$ cat config.mk
export PLATFORM = sky130hd
export DESIGN_NAME = seq_detect_ctrl
export DESIGN_NICKNAME = d
export VERILOG_FILES = /design/src/rtl/seq_detect_ctrl_pkg.sv /design/src/rtl/seq_match_core.sv /design/src/rtl/seq_detect_ctrl.sv
export SDC_FILE = /design/constraint.sdc
export NUM_CORES = 1
export LEC_CHECK = 0
export ABC_CLOCK_PERIOD_IN_PS = 2500
export CORE_MARGIN = 2
export CORE_UTILIZATION = 45
export DETAILED_ROUTE_END_ITERATION = 6
export PLACE_DENSITY_LB_ADDON = 0.25
export SLEW_MARGIN = 40
export SYNTH_ARGS = -nofsm -noshare
export SYNTH_HDL_FRONTEND = slang
export SYNTH_SLANG_ARGS = --single-unit
$ cat constraint.sdc
create_clock -name clk -period 2.5 [get_ports clk]
set_input_delay 0.25 -clock clk [delete_from_list [all_inputs] [get_ports clk]]
set_output_delay 0.25 -clock clk [all_outputs]
set_load 0.01 [all_outputs]
$ cat src/rtl/seq_detect_ctrl_pkg.sv
// seq_detect_ctrl_pkg
// Shared types and constants for the serial sequence detector.
//   state_t            : controller states IDLE / RUN / DONE
//   PAT_W              : width of the pattern and history registers
//   LEN_W              : width of the pattern-length field
//   LEN_MIN / LEN_MAX  : legal pattern-length range
//   DEF_*              : configuration loaded into the shadow registers at reset
//   len_legal()        : range check for a pattern length
// Optional feature macro used by the design: SEQ_DETECT_CTRL_TIMEOUT_EN
package seq_detect_ctrl_pkg;

  typedef enum logic [1:0] {
    IDLE = 2'd0,
    RUN  = 2'd1,
    DONE = 2'd2
  } state_t;

  localparam int PAT_W = 8;
  localparam int LEN_W = 4;

  localparam logic [LEN_W-1:0] LEN_MIN = 4'd2;
  localparam logic [LEN_W-1:0] LEN_MAX = 4'd8;

  localparam logic [PAT_W-1:0] DEF_PATTERN = 8'b0000_0101;
  localparam logic [LEN_W-1:0] DEF_LEN     = 4'd3;
  localparam logic             DEF_OVERLAP = 1'b1;
  localparam int               DEF_TARGET  = 1;
  localparam int               DEF_TIMEOUT = 0;

  function automatic logic len_legal(input logic [LEN_W-1:0] len);
    return (len >= LEN_MIN) && (len <= LEN_MAX);
  endfunction

endpackage

$ cat src/rtl/seq_match_core.sv
// seq_match_core
// History shift register, saturating bit counter and pattern comparator.
// Ports:
//   clk, reset_n  : clock and synchronous active-low reset
//   clear         : synchronous clear of history and bit count
//   enable        : controller is in RUN (data may be consumed)
//   overlap       : 1 = keep progress after a hit, 0 = restart counting
//   d_valid, d_in : serial input bit and its qualifier
//   pattern, len  : pattern to detect (bit len-1 arrives first) and length
//   hit           : combinational, the current bit completes the pattern
module seq_match_core
  import seq_detect_ctrl_pkg::*;
(
  input  logic             clk,
  input  logic             reset_n,
  input  logic             clear,
  input  logic             enable,
  input  logic             overlap,
  input  logic             d_valid,
  input  logic             d_in,
  input  logic [PAT_W-1:0] pattern,
  input  logic [LEN_W-1:0] len,
  output logic             hit
);

  logic [PAT_W-1:0] hist;
  logic [LEN_W-1:0] bit_cnt;
  logic [PAT_W-1:0] window;
  logic [PAT_W-1:0] mask;
  logic             unused_hist_msb;

  assign unused_hist_msb = hist[PAT_W-1];

  // The window is the history as it would look with d_in shifted in; only
  // its low len bits are compared, so the mask selects them.
  always_comb begin
    window = {hist[PAT_W-2:0], d_in};
    mask   = '0;
    for (int i = 0; i < PAT_W; i++) begin
      mask[i] = (LEN_W'(i) < len);
    end
    hit = enable && d_valid &&
          (bit_cnt >= (len - LEN_W'(1))) &&
          ((window & mask) == (pattern & mask));
  end

  // In non-overlap mode a hit zeroes the bit count so the next hit needs a
  // full len fresh bits; the history keeps shifting either way.
  always_ff @(posedge clk) begin
    if (!reset_n || clear) begin
      hist    <= '0;
      bit_cnt <= '0;
    end else if (enable && d_valid) begin
      hist <= window;
      if (hit && !overlap) begin
        bit_cnt <= '0;
      end else if (bit_cnt < len) begin
        bit_cnt <= bit_cnt + LEN_W'(1);
      end
    end
  end

endmodule

$ cat src/rtl/seq_detect_ctrl.sv
// seq_detect_ctrl
// Serial sequence detector with a three-state controller (IDLE/RUN/DONE).
// Counts pattern matches on a qualified bit stream until a target count is
// reached, optionally bounded by a RUN-cycle budget.
// Ports:
//   clk, reset_n           : clock, synchronous active-low reset
//   cfg_we                 : write cfg_* into shadow registers (IDLE/DONE only)
//   cfg_pattern, cfg_len   : pattern (bit len-1 first) and length 2..8
//   cfg_overlap            : overlapping (1) or non-overlapping (0) detection
//   cfg_target             : matches needed to finish, nonzero
//   cfg_timeout            : RUN-cycle budget, 0 = unlimited
//   start, abort           : arm detection / return to IDLE
//   d_valid, d_in          : serial data
//   match                  : Mealy pulse on the completing bit
//   match_cnt              : registered match count
//   busy, done             : state is RUN / DONE
//   timeout                : sticky, DONE was reached by budget expiry
//   cfg_err                : one-cycle pulse on illegal start or write in RUN
// Optional feature: define SEQ_DETECT_CTRL_TIMEOUT_EN to build the RUN-cycle
// timer; without it cfg_timeout is ignored and timeout is tied low.
module seq_detect_ctrl
  import seq_detect_ctrl_pkg::*;
#(
  parameter int CNT_W = 8,
  parameter int TMO_W = 16
) (
  input  logic             clk,
  input  logic             reset_n,
  input  logic             cfg_we,
  input  logic [PAT_W-1:0] cfg_pattern,
  input  logic [LEN_W-1:0] cfg_len,
  input  logic             cfg_overlap,
  input  logic [CNT_W-1:0] cfg_target,
  input  logic [TMO_W-1:0] cfg_timeout,
  input  logic             start,
  input  logic             abort,
  input  logic             d_valid,
  input  logic             d_in,
  output logic             match,
  output logic [CNT_W-1:0] match_cnt,
  output logic             busy,
  output logic             done,
  output logic             timeout,
  output logic             cfg_err
);

  state_t           state;
  logic [PAT_W-1:0] sh_pattern;
  logic [LEN_W-1:0] sh_len;
  logic             sh_overlap;
  logic [CNT_W-1:0] sh_target;
  logic             cfg_legal;
  logic             run_en;
  logic             core_clear;
  logic [CNT_W-1:0] cnt_next;
  logic             final_match;

`ifdef SEQ_DETECT_CTRL_TIMEOUT_EN
  logic [TMO_W-1:0] sh_timeout;
  logic [TMO_W-1:0] timer;
  logic             expire;
`else
  logic             unused_cfg_timeout;

  assign unused_cfg_timeout = ^cfg_timeout;
  assign timeout            = 1'b0;
`endif

  assign busy = (state == RUN);
  assign done = (state == DONE);

  // The match pulse is gated by reset_n so it stays low during a reset edge
  // even if the state register still holds RUN.
  always_comb begin
    cfg_legal   = len_legal(sh_len) && (sh_target != '0);
    run_en      = reset_n && (state == RUN);
    core_clear  = abort || (start && cfg_legal && (state != RUN));
    cnt_next    = match_cnt + CNT_W'(1);
    final_match = match && (cnt_next == sh_target);
`ifdef SEQ_DETECT_CTRL_TIMEOUT_EN
    expire      = (sh_timeout != '0) && ((timer + TMO_W'(1)) == sh_timeout);
`endif
  end

  seq_match_core u_core (
    .clk     (clk),
    .reset_n (reset_n),
    .clear   (core_clear),
    .enable  (run_en),
    .overlap (sh_overlap),
    .d_valid (d_valid),
    .d_in    (d_in),
    .pattern (sh_pattern),
    .len     (sh_len),
    .hit     (match)
  );

  // Controller, config shadow and counters. abort outranks everything else;
  // a final match outranks budget expiry so the run ends as a success.
  always_ff @(posedge clk) begin
    if (!reset_n) begin
      state      <= IDLE;
      match_cnt  <= '0;
      cfg_err    <= 1'b0;
      sh_pattern <= DEF_PATTERN;
      sh_len     <= DEF_LEN;
      sh_overlap <= DEF_OVERLAP;
      sh_target  <= CNT_W'(DEF_TARGET);
`ifdef SEQ_DETECT_CTRL_TIMEOUT_EN
      sh_timeout <= TMO_W'(DEF_TIMEOUT);
      timer      <= '0;
      timeout    <= 1'b0;
`endif
    end else begin
      cfg_err <= 1'b0;
      if (cfg_we) begin
        if (state == RUN) begin
          cfg_err <= 1'b1;
        end else begin
          sh_pattern <= cfg_pattern;
          sh_len     <= cfg_len;
          sh_overlap <= cfg_overlap;
          sh_target  <= cfg_target;
`ifdef SEQ_DETECT_CTRL_TIMEOUT_EN
          sh_timeout <= cfg_timeout;
`endif
        end
      end
      if (abort) begin
        state <= IDLE;
`ifdef SEQ_DETECT_CTRL_TIMEOUT_EN
        timer <= '0;
`endif
      end else begin
        case (state)
          IDLE, DONE: begin
            if (start) begin
              if (cfg_legal) begin
                state     <= RUN;
                match_cnt <= '0;
`ifdef SEQ_DETECT_CTRL_TIMEOUT_EN
                timer     <= '0;
                timeout   <= 1'b0;
`endif
              end else begin
                cfg_err <= 1'b1;
              end
            end
          end
          RUN: begin
            if (match) begin
              match_cnt <= cnt_next;
            end
            if (final_match) begin
              state <= DONE;
            end
`ifdef SEQ_DETECT_CTRL_TIMEOUT_EN
            else if (expire) begin
              state   <= DONE;
              timeout <= 1'b1;
            end
            timer <= timer + TMO_W'(1);
`endif
          end
          default: state <= IDLE;
        endcase
      end
    end
  end

endmodule

; Word level (Yosys, flattened, before mapping)
; Index checks and enable logic that the tools add are counted.
[word_totals]
reg_bits = 43
inputBits = 44
out_inout_bits = 13
wordCells = 78
[op_classes]
add_sub_neg = 3
n_lt_le_gt_ge = 12
eq_ne = 9
mux = 16
bitwise = 5
reduce_logical = 24
[ops]
columns = op, count
row1 = $mux W8, 3
row2 = $and A8 B8 Y8, 2
row3 = $eq A8 B8 Y1, 2
row4 = $lt A3 B4 Y1 const A, 4
row5 = $pmux W8 S2, 1
row6 = $logic_and A1 B1 Y1, 10
row7 = $add A8 B1 Y8 const B, 1
row8 = $lt A1 B4 Y1 const A, 2
row9 = $lt A2 B4 Y1 const A, 2
row10 = $mux W4, 2
row11 = $reduce_bool A8 Y1, 1
row12 = $mux W1, 6
row13 = $mux W2, 3
row14 = $ne A2 B2 Y1 const B, 3
row15 = $reduce_and A5 Y1, 1
row16 = $add A4 B1 Y4 const B, 1
row17 = $ge A4 B2 Y1 const B, 1
row18 = $ge A4 B4 Y1, 1
row19 = $le A4 B4 Y1 const B, 1
row20 = $lt A4 B4 Y1, 1
row21 = $ne A2 B1 Y1 const B, 2
row22 = $pmux W2 S2, 1
row23 = $reduce_and A2 Y1, 2
row24 = $reduce_bool A2 Y1, 2
row25 = other kinds (9), 14

; Logic depth before layout (Yosys ltp)
; Gate-level depths: netlist of run 1.
[logic_depth]
ltp_word = 8
mapped_depth = 10
depth_no_buf = 9

; By module
; A second synthesis of run 1 with hierarchy kept.
[unflattened]
hier_cells = 301
area_unflattened_um2 = 2451.1
[modules_own_cells]
columns = mod, n_inst, cells_per_inst, area_per_inst_um2, seq_area_each_um2
row1 = seq_detect_ctrl, 1, 198, 1591.5, 640.6
row2 = seq_match_core, 1, 103, 859.6, 220.2

; Least setup slack after synthesis of run 1
; OpenSTA, ideal clock, no wires.
[synth_timing]
path_type = register to register
from = reg sh_len[0]
to = reg u_core.bit_cnt[0]
setup_ns = 0.115
t_arrival_ns = 2.232
required_time_ns = 2.385
slack_ns = 0.153
stages_incl_launch_ff = 11
path_buffers = 1
period_less_slack_ns = 2.347
cell_sequence = dfxtp_1 inv_1 ha_1 xnor2_1 ha_1 o21ai_0 a221o_1 nor4_4 buf_6 a21o_1 nor2_1
[synth_via]
elab_chain_len = 7
elab_cells_between_ends = 28
classes_between = add/sub: 1 / order compare: 12 / eq/ne: 1 / mux: 1 / bitwise: 2 / reduce/logical: 11
[synth_lines]
columns = element, line_no
row1 = "start, declared", seq_detect_ctrl.sv:49  ; logic [LEN_W-1:0] sh_len;
row2 = "start signal, assigned", seq_detect_ctrl.sv:121  ; sh_len <= cfg_len;
row3 = $sub A4 B1 Y4 (tied with other cells), seq_match_core.sv:43  ; (bit_cnt >= (len - LEN_W'(1))) &&
row4 = $ge A4 B4 Y1 / $and A8 B8 Y8 (equally long branches), "seq_match_core.sv:43, seq_match_core.sv:44"
row5 = $logic_and A1 B1 Y1 / $eq A8 B8 Y1 (equally long branches), "seq_match_core.sv:42, seq_match_core.sv:44"
row6 = $logic_and A1 B1 Y1 (*), seq_match_core.sv:43
row7 = net match, seq_detect_ctrl.sv:39  ; output logic match,
row8 = $logic_and A1 B1 Y1 (*), seq_match_core.sv:55  ; if (hit && !overlap) begin
row9 = $reduce_bool A2 Y1 (no source line), n/a
row10 = $reduce_and A2 Y1 (no source line), n/a
row11 = "end signal, assigned", seq_match_core.sv:58  ; bit_cnt <= bit_cnt + LEN_W'(1);
row12 = "end, declared", seq_match_core.sv:27  ; logic [LEN_W-1:0] bit_cnt;
; The timed path passes the listed nets; every way through them passes the cells marked *.
; A chain may end at the register's enable or synchronous reset.

; Final worst setup path of run 1
[layout_timing]
from = reg sh_len[1]
to = out match
[layout_via]
elab_chain_len = 4
elab_cells_between_ends = 15
classes_between = add/sub: 1 / order compare: 9 / eq/ne: 1 / bitwise: 2 / reduce/logical: 2
[layout_lines]
columns = element, line_no
row1 = $sub A4 B1 Y4 (tied with other cells), seq_match_core.sv:43
row2 = $ge A4 B4 Y1 / $and A8 B8 Y8 (equally long branches), "seq_match_core.sv:43, seq_match_core.sv:44"
row3 = $logic_and A1 B1 Y1 / $eq A8 B8 Y1 (equally long branches), "seq_match_core.sv:42, seq_match_core.sv:44"
row4 = $logic_and A1 B1 Y1 (*), seq_match_core.sv:43
row5 = "end, declared", seq_detect_ctrl.sv:39
; Every way passes the cells marked *; elsewhere a longest branch is shown, timed or not.

==> metrics.log, run 1 <==
[metrics] number of buffers inserted during clock tree synthesis: 5
[metrics] cell types with the largest area share after synthesis: sky130_fd_sc_hd__dfxtp_1, sky130_fd_sc_hd__nand2_1, sky130_fd_sc_hd__ha_1
[metrics] maximum fanout along the worst path: 3
[metrics] gate count of the mapped netlist: approximately 300
[metrics] layout overhead on the synthesized area: 27.0%
[metrics] worst reg-to-reg path cell count: 10
[metrics] unrepaired setup endpoints after global routing: true
[metrics] Overflow after GRT: 0
[metrics] ratio of cells with drive above 1 in the final layout: 0.128
[metrics] maximum number of pins on one net before global-route repair: 26
[metrics] number of port buffers: 39
[metrics] warning count from the yosys run: 0
[metrics] worst min-delay path category: reg -> reg
[metrics] setup violators final: 0
[metrics] share of flip-flops with an asynchronous set or reset after synthesis: 0
[metrics] status: finished clean
[metrics] number of flops mapped to enable cells by yosys: 0
[metrics] Clock Tree Root: sky130_fd_sc_hd__clkbuf_8
[metrics] post-route setup TNS: 0 ps
[metrics] Seq/Total Area, Yosys: 0.354
[metrics] most frequently used flop master after synthesis: sky130_fd_sc_hd__dfxtp_1
[metrics] synthesized netlist net count: approximately 350
[metrics] area of the die: 0.00601 mm^2
[metrics] H-tree levels: 2
[metrics] leakage component of the power: ~1.2 nW
[metrics] final clock skew: 5.77 ps
[metrics] top cell type's share of synthesized area: 0.354
[metrics] Tot Pwr: roughly 0.0014 W
[metrics] routability-driven placement congestion ratio: 0.883
[metrics] source of the worst register-to-register timing path: sh_len[1]$_SDFFE_PN1P_
[metrics] Period Utilization, post-route: 0.973
[metrics] maximum buffer depth of the clock tree: 2
[metrics] start point of the critical path: sh_len[1]$_SDFFE_PN1P_
[metrics] Antenna diodes: 0
[metrics] insertion delay of the later-clocked pin in the worst-skew pair: 290 ps
[metrics] initial cell density of the core: 0.470
[metrics] critical path endpoint category: output pin
[metrics] drt drc: 0
[metrics] f_max: between 400 and 500 MHz
[metrics] count of TritonRoute iterations in the first routing pass: 5
[metrics] post-synthesis instance area: 0.00243 mm^2
[metrics] cell type contributing the most total cell area after synthesis: sky130_fd_sc_hd__dfxtp_1
[metrics] net total in the final layout: 403
[metrics] height of the die: 77.5 um
[metrics] Final Hold Violating Endpoints: 0
[metrics] placeable core region: 0.00517 mm^2
[metrics] register-to-register setup slack: about 130 ps
[metrics] Relative slew margins: 0.546
[metrics] sort of element at the start of the critical path: register
[metrics] total power density per cell area: ~450 mW/mm^2
[metrics] die width: 77.5 um
[metrics] final slew viol count: 0
[metrics] post-layout min period: 2430 ps
[metrics] end of the worst hold path: u_core.hist[6]$_SDFFE_PP0P_
[metrics] Starting DRT DRC Count: 102
[metrics] required time of the worst setup path: 2250 ps
[metrics] Total Routing Usage GR: 0.199
[metrics] number of antenna violations at the first check in global routing: 0
[metrics] vias in the first global route: 2002
[metrics] commonest cells after routing, fill and taps aside: sky130_fd_sc_hd__nand2_1, sky130_fd_sc_hd__dfxtp_1, sky130_fd_sc_hd__clkdlybuf4s50_1
[metrics] post-DP HPWL: 4.28 mm
[metrics] data arrival at the endpoint of the critical path: 2180 ps
[metrics] via count normalized by instance count: 5.38
[metrics] Worst-path clk slew: 70 ps
[metrics] num rows: 26
[metrics] Avg WL per Cell: 13.9 um
[metrics] transition time at the pin with the least slew margin: slightly below 700 ps
[metrics] number of hold buffers added after CTS: 0
[metrics] via count: roughly 2200
[metrics] WL final: 5.77 mm
[metrics] TritonCTS clock tree: yes
[metrics] post-synthesis area per instance: 8.25 um^2
[metrics] leading cell type in the layout, fill and taps excluded: sky130_fd_sc_hd__nand2_1
[metrics] global-route wire length before repair: 9.52 mm
[metrics] number of cells traversed by the worst hold path: 2
[metrics] count of clock tree sinks: 43
[metrics] maximum VDD drop: 0.292 mV
[metrics] Hold Crit Start: u_core.hist[6]$_SDFFE_PP0P_
[metrics] max-capacitance violation count: 0
[metrics] worst setup path category: reg -> out
[metrics] ports placed on the boundary: 57
[metrics] FF+latch count, synth: 43
[metrics] remaining number of nets flagged by the antenna check after routing: 0
[metrics] FF-to-FF End: match_cnt[0]$_SDFFE_PN0P_
[metrics] fill cell total of the finished layout: 480
[metrics] count of different cell masters after synthesis: 49
Yosys cell counts (all sizes together), types with 3 or more instances:
cell type  instances
a21boi            15
a21oi             18
a31oi             11
and2               3
and3               6
buf                9
clkbuf             9
dfxtp             43
ha                14
inv                9
nand2             63
nand2b             3
nand3             12
nor2              11
nor2b              5
nor3               3
o211ai             3
o21ai              6
o31ai              3
or4                3
xnor2             11
xor2              12
what timing repair did:
action / in CTS / in global routing
pin swaps: 1 / 5
resized for setup: 4 / 13
setup endpoints to repair: 9 / 10
buffers inserted: 0 / 6
cell type report:
class / count / area [um^2] / share of cell area
sequential: 43 / 863 / 0.279
multi-input combinational: 225 / 1470 / 0.476
tap: 70 / 87.6 / 0.0283
timing repair buffer: 61 / 562 / 0.182
inverter: 9 / 33.8 / 0.0109
clock buffer: 6 / 72.6 / 0.0235
power by group:
part / switching (W) / internal [W]
Clock: 0.000219 / 0.000186
Sequential: 0.0000228 / 0.000711
Combinational: 0.000128 / 0.000133
per-stage QoR:
| stage | worst slack [ps] | hold slack (ps) | instance area (um^2) | util | instances |
|---|---|---|---|---|---|
| 4_1_cts | 37.2 | 477 | 3000 | 0.581 | 408 |
| 2_1_floorplan | 153 | 349 | 2430 | - | 295 |
| 3_5_place_dp | -142 | 467 | 2940 | 0.567 | 402 |
| 6_report | 68.0 | 477 | 3090 | 0.598 | 414 |
| 5_1_grt | -34.5 | 500 | 3090 | 0.598 | 414 |
| 3_3_place_gp | -104 | 457 | 2940 | 0.567 | 402 |
sequential cells by signal (all words and copies together), names as in the netlist:
name and flops:
cfg_err 1, match_cnt 8, sh_len 4, sh_overlap 1, sh_pattern 8, sh_target 8
state 2, u_core.bit_cnt 4, u_core.hist 7
critical path: stages (launching register included):
cell and delay, ps:
sky130_fd_sc_hd__dfxtp_2 360, sky130_fd_sc_hd__inv_2 50, sky130_fd_sc_hd__ha_2 190, sky130_fd_sc_hd__xnor2_1 130, sky130_fd_sc_hd__ha_1 270, sky130_fd_sc_hd__o21ai_0 70
sky130_fd_sc_hd__a221o_1 350, sky130_fd_sc_hd__nor4_4 290, sky130_fd_sc_hd__buf_2 190
kinds of logic (layout without fill, tap and decap cells):
family,Yosys count,after routing,share of synthesized area
buf+inv,27,76,0.0535
compound gates,68,68,0.199
xor+xnor,23,23,0.0828
fa+ha+maj,14,14,0.0720
other cells,1,1,0.00154
simple gates,118,118,0.232
flops,43,43,0.354
mux,1,1,0.00463
routing by layer:
| metal | track usage | routed length (um) | up-vias |
|---|---|---|---|
| li1 | - | - | 1111 |
| met1 | 0.252 | 2510 | 1039 |
| met2 | 0.332 | 2870 | 64 |
| met3 | 0.0430 | 264 | 12 |
| met4 | 0.0696 | 122 | 0 |
| met5 | 0 | 0 | - |
how the worst max path moves through the flow:
stage,to,cells past startpoint
after global placement,match,8
after global routing,match,8
after detailed placement,match,8
after CTS,match_cnt[2]$_SDFFE_PN0P_,10
final,match,8
after floorplan,u_core.bit_cnt[0]$_SDFFE_PP0P_,10
(Power assumes the default switching activity.)
==> inputs of run 2 (changes only) <==
--- a/config.mk
+++ b/config.mk
@@ -6,7 +6,6 @@
 export NUM_CORES = 1
 export LEC_CHECK = 0
 export ABC_CLOCK_PERIOD_IN_PS = 2500
-export CORE_MARGIN = 2
 export CORE_UTILIZATION = 45
 export DETAILED_ROUTE_END_ITERATION = 6
 export PLACE_DENSITY_LB_ADDON = 0.25
==> metrics.log, run 2 (same netlist as run 1, synthesis figures left out) <==
[metrics] remaining number of nets flagged by the antenna check after routing: 0
[metrics] count of TritonRoute iterations in the first routing pass: 4
[metrics] routability-driven placement congestion ratio: about 0.87
[metrics] max-capacitance violation count: 0
[metrics] insertion delay of the later-clocked pin in the worst-skew pair: slightly below 300 ps
[metrics] post-DP HPWL: 4.06 mm
[metrics] sort of element at the start of the critical path: register
[metrics] fill cell total of the finished layout: 470
[metrics] source of the worst register-to-register timing path: sh_len[0]$_SDFFE_PN1P_
[metrics] final clock skew: about 4.5 ps
[metrics] num rows: 26
[metrics] drt drc: 0
[metrics] global-route wire length before repair: 8.99 mm
[metrics] transition time at the pin with the least slew margin: 693 ps
[metrics] Hold Crit Start: u_core.hist[6]$_SDFFE_PP0P_
[metrics] critical path endpoint category: output pin
[metrics] leakage component of the power: 1.20 nW
[metrics] die width: 75.5 um
[metrics] ratio of cells with drive above 1 in the final layout: 0.115
[metrics] vias in the first global route: 1871
[metrics] layout overhead on the synthesized area: 25.7%
[metrics] Top Family by Delay on Critical Path: compound AO/OA/AOI/OAI gates
[metrics] height of the die: 75.5 um
[metrics] number of port buffers: 39
[metrics] post-layout min period: ~2400 ps
[metrics] initial cell density of the core: 0.470
[metrics] placeable core region: 0.00517 mm^2
[metrics] net total in the final layout: 398
[metrics] required time of the worst setup path: 2250 ps
[metrics] worst reg-to-reg path cell count: 10
[metrics] Overflow after GRT: 0
[metrics] number of antenna violations at the first check in global routing: 0
[metrics] maximum number of pins on one net before global-route repair: 26
[metrics] footprint of the multi-input gates: approximately 0.0015 mm^2
[metrics] FF-to-FF End: match_cnt[0]$_SDFFE_PN0P_
[metrics] post-route setup TNS: 0 ps
[metrics] via count normalized by instance count: 5.21
[metrics] final slew viol count: 0
[metrics] Period Utilization, post-route: 0.977
[metrics] TritonCTS clock tree: yes
[metrics] share of the core filled with cells: 0.591
[metrics] total power density per cell area: ~470 mW/mm^2
[metrics] register-to-register setup slack: 120 ps
[metrics] number of buffers and inverters on the critical path: 2
[metrics] worst setup path category: reg -> out
[metrics] Total Routing Usage GR: 0.212
[metrics] non-filler cells, final: just over 400
[metrics] H-tree levels: 2
[metrics] Avg WL per Cell: 13.5 um
[metrics] number of buffers inserted during clock tree synthesis: 5
[metrics] maximum buffer depth of the clock tree: 2
[metrics] Final Hold Violating Endpoints: 0
[metrics] registers with the most flip-flops: match_cnt (8), sh_pattern (8), sh_target (8)
[metrics] data arrival at the endpoint of the critical path: 2190 ps
[metrics] worst min-delay path category: reg -> reg
[metrics] critical-path cell with the highest stage delay: sky130_fd_sc_hd__dfxtp_2
[metrics] setup violators final: 0
[metrics] Clock Tree Root: sky130_fd_sc_hd__clkbuf_8
[metrics] ports placed on the boundary: 57
[metrics] f_max: 410 MHz
[metrics] Worst-path clk slew: around 80 ps
[metrics] status: finished clean
[metrics] Slowest Stage Delay on Critical Path: between 300 and 400 ps
[metrics] area of the die: 0.00571 mm^2
[metrics] maximum VDD drop: 0.271 mV
[metrics] area taken by flip-flops and latches: 863 um^2
[metrics] end of the worst hold path: u_core.hist[6]$_SDFFE_PP0P_
[metrics] Antenna diodes: 0
[metrics] WL final: about 5.5 mm
[metrics] number of cells traversed by the worst hold path: 2
[metrics] Critical Path, Cell by Cell: inv_2, ha_4, xnor2_1, ha_1, o21ai_1, a221o_1, nor4_4, buf_2
[metrics] maximum fanout along the worst path: 3
[metrics] leading cell type in the layout, fill and taps excluded: sky130_fd_sc_hd__nand2_1
[metrics] Relative slew margins: 0.537
[metrics] via count: 2137
[metrics] count of clock tree sinks: 43
[metrics] placed cell count: 401
[metrics] Starting DRT DRC Count: 136
[metrics] commonest cells after routing, fill and taps aside: sky130_fd_sc_hd__nand2_1, sky130_fd_sc_hd__dfxtp_1, sky130_fd_sc_hd__clkdlybuf4s50_1
==> run 2: worst max-delay path by stage <==
stage	end	cells past startpoint	startpoint	slack, ps
global route	match	8	sh_len[0]$_SDFFE_PN1P_	-30
finish	match	8	sh_len[0]$_SDFFE_PN1P_	60
detailed placement	match	8	sh_len[0]$_SDFFE_PN1P_	-150
global placement	match	8	sh_len[0]$_SDFFE_PN1P_	-110
floorplan	u_core.bit_cnt[0]$_SDFFE_PP0P_	10	sh_len[0]$_SDFFE_PN1P_	150
CTS	match_cnt[3]$_SDFFE_PN0P_	10	sh_len[0]$_SDFFE_PN1P_	20
==> run 2: area by class of cell <==
cell class,count,area share
clock inverter,1,0.00164
inverter,9,0.0110
sequential,43,0.282
timing repair buffer,56,0.170
multi-input combinational,225,0.479
tap,70,0.0286
clock buffer,6,0.0270
==> run 2: per-layer routing <==
metal  vias up  GRT usage  wire length (um)
met5         -          0                 0
met4         0     0.0679                66
li1       1108          -                 -
met1       970      0.298              2680
met3         5     0.0397               238
met2        54      0.330              2550
==> run 2: worst min-delay path, cell delays in order (launching register included) <==
cell and delay, ps:
sky130_fd_sc_hd__dfxtp_1 330, sky130_fd_sc_hd__nand2_1 50, sky130_fd_sc_hd__a21oi_1 50
==> run 2: timing repair <==
item	in CTS	in global routing
hold buffers	0	0
pin swaps	1	5
gates resized for setup	4	11
endpoints found under the setup margin	9	10
buffers inserted	0	2
==> run 2: stage by stage <==
step / total power [W] / area, um^2 / hold WS, ps / setup WS, ps
2_1_floorplan: 0.000891 / 2430 / 349 / 153
3_3_place_gp: 0.000985 / 2930 / 458 / -110
5_1_grt: 0.00151 / 3060 / 491 / -33.8
3_5_place_dp: 0.000989 / 2930 / 466 / -152
4_1_cts: 0.00144 / 3010 / 478 / 22.7
6_report: 0.00143 / 3060 / 478 / 58.3
==> run 2: power by group <==
group	internal (W)	leakage (nW)	switching [W]
logic	0.000128	0.804	0.000125
registers	0.000710	0.350	0.0000227
clock network	0.000217	0.0470	0.000229
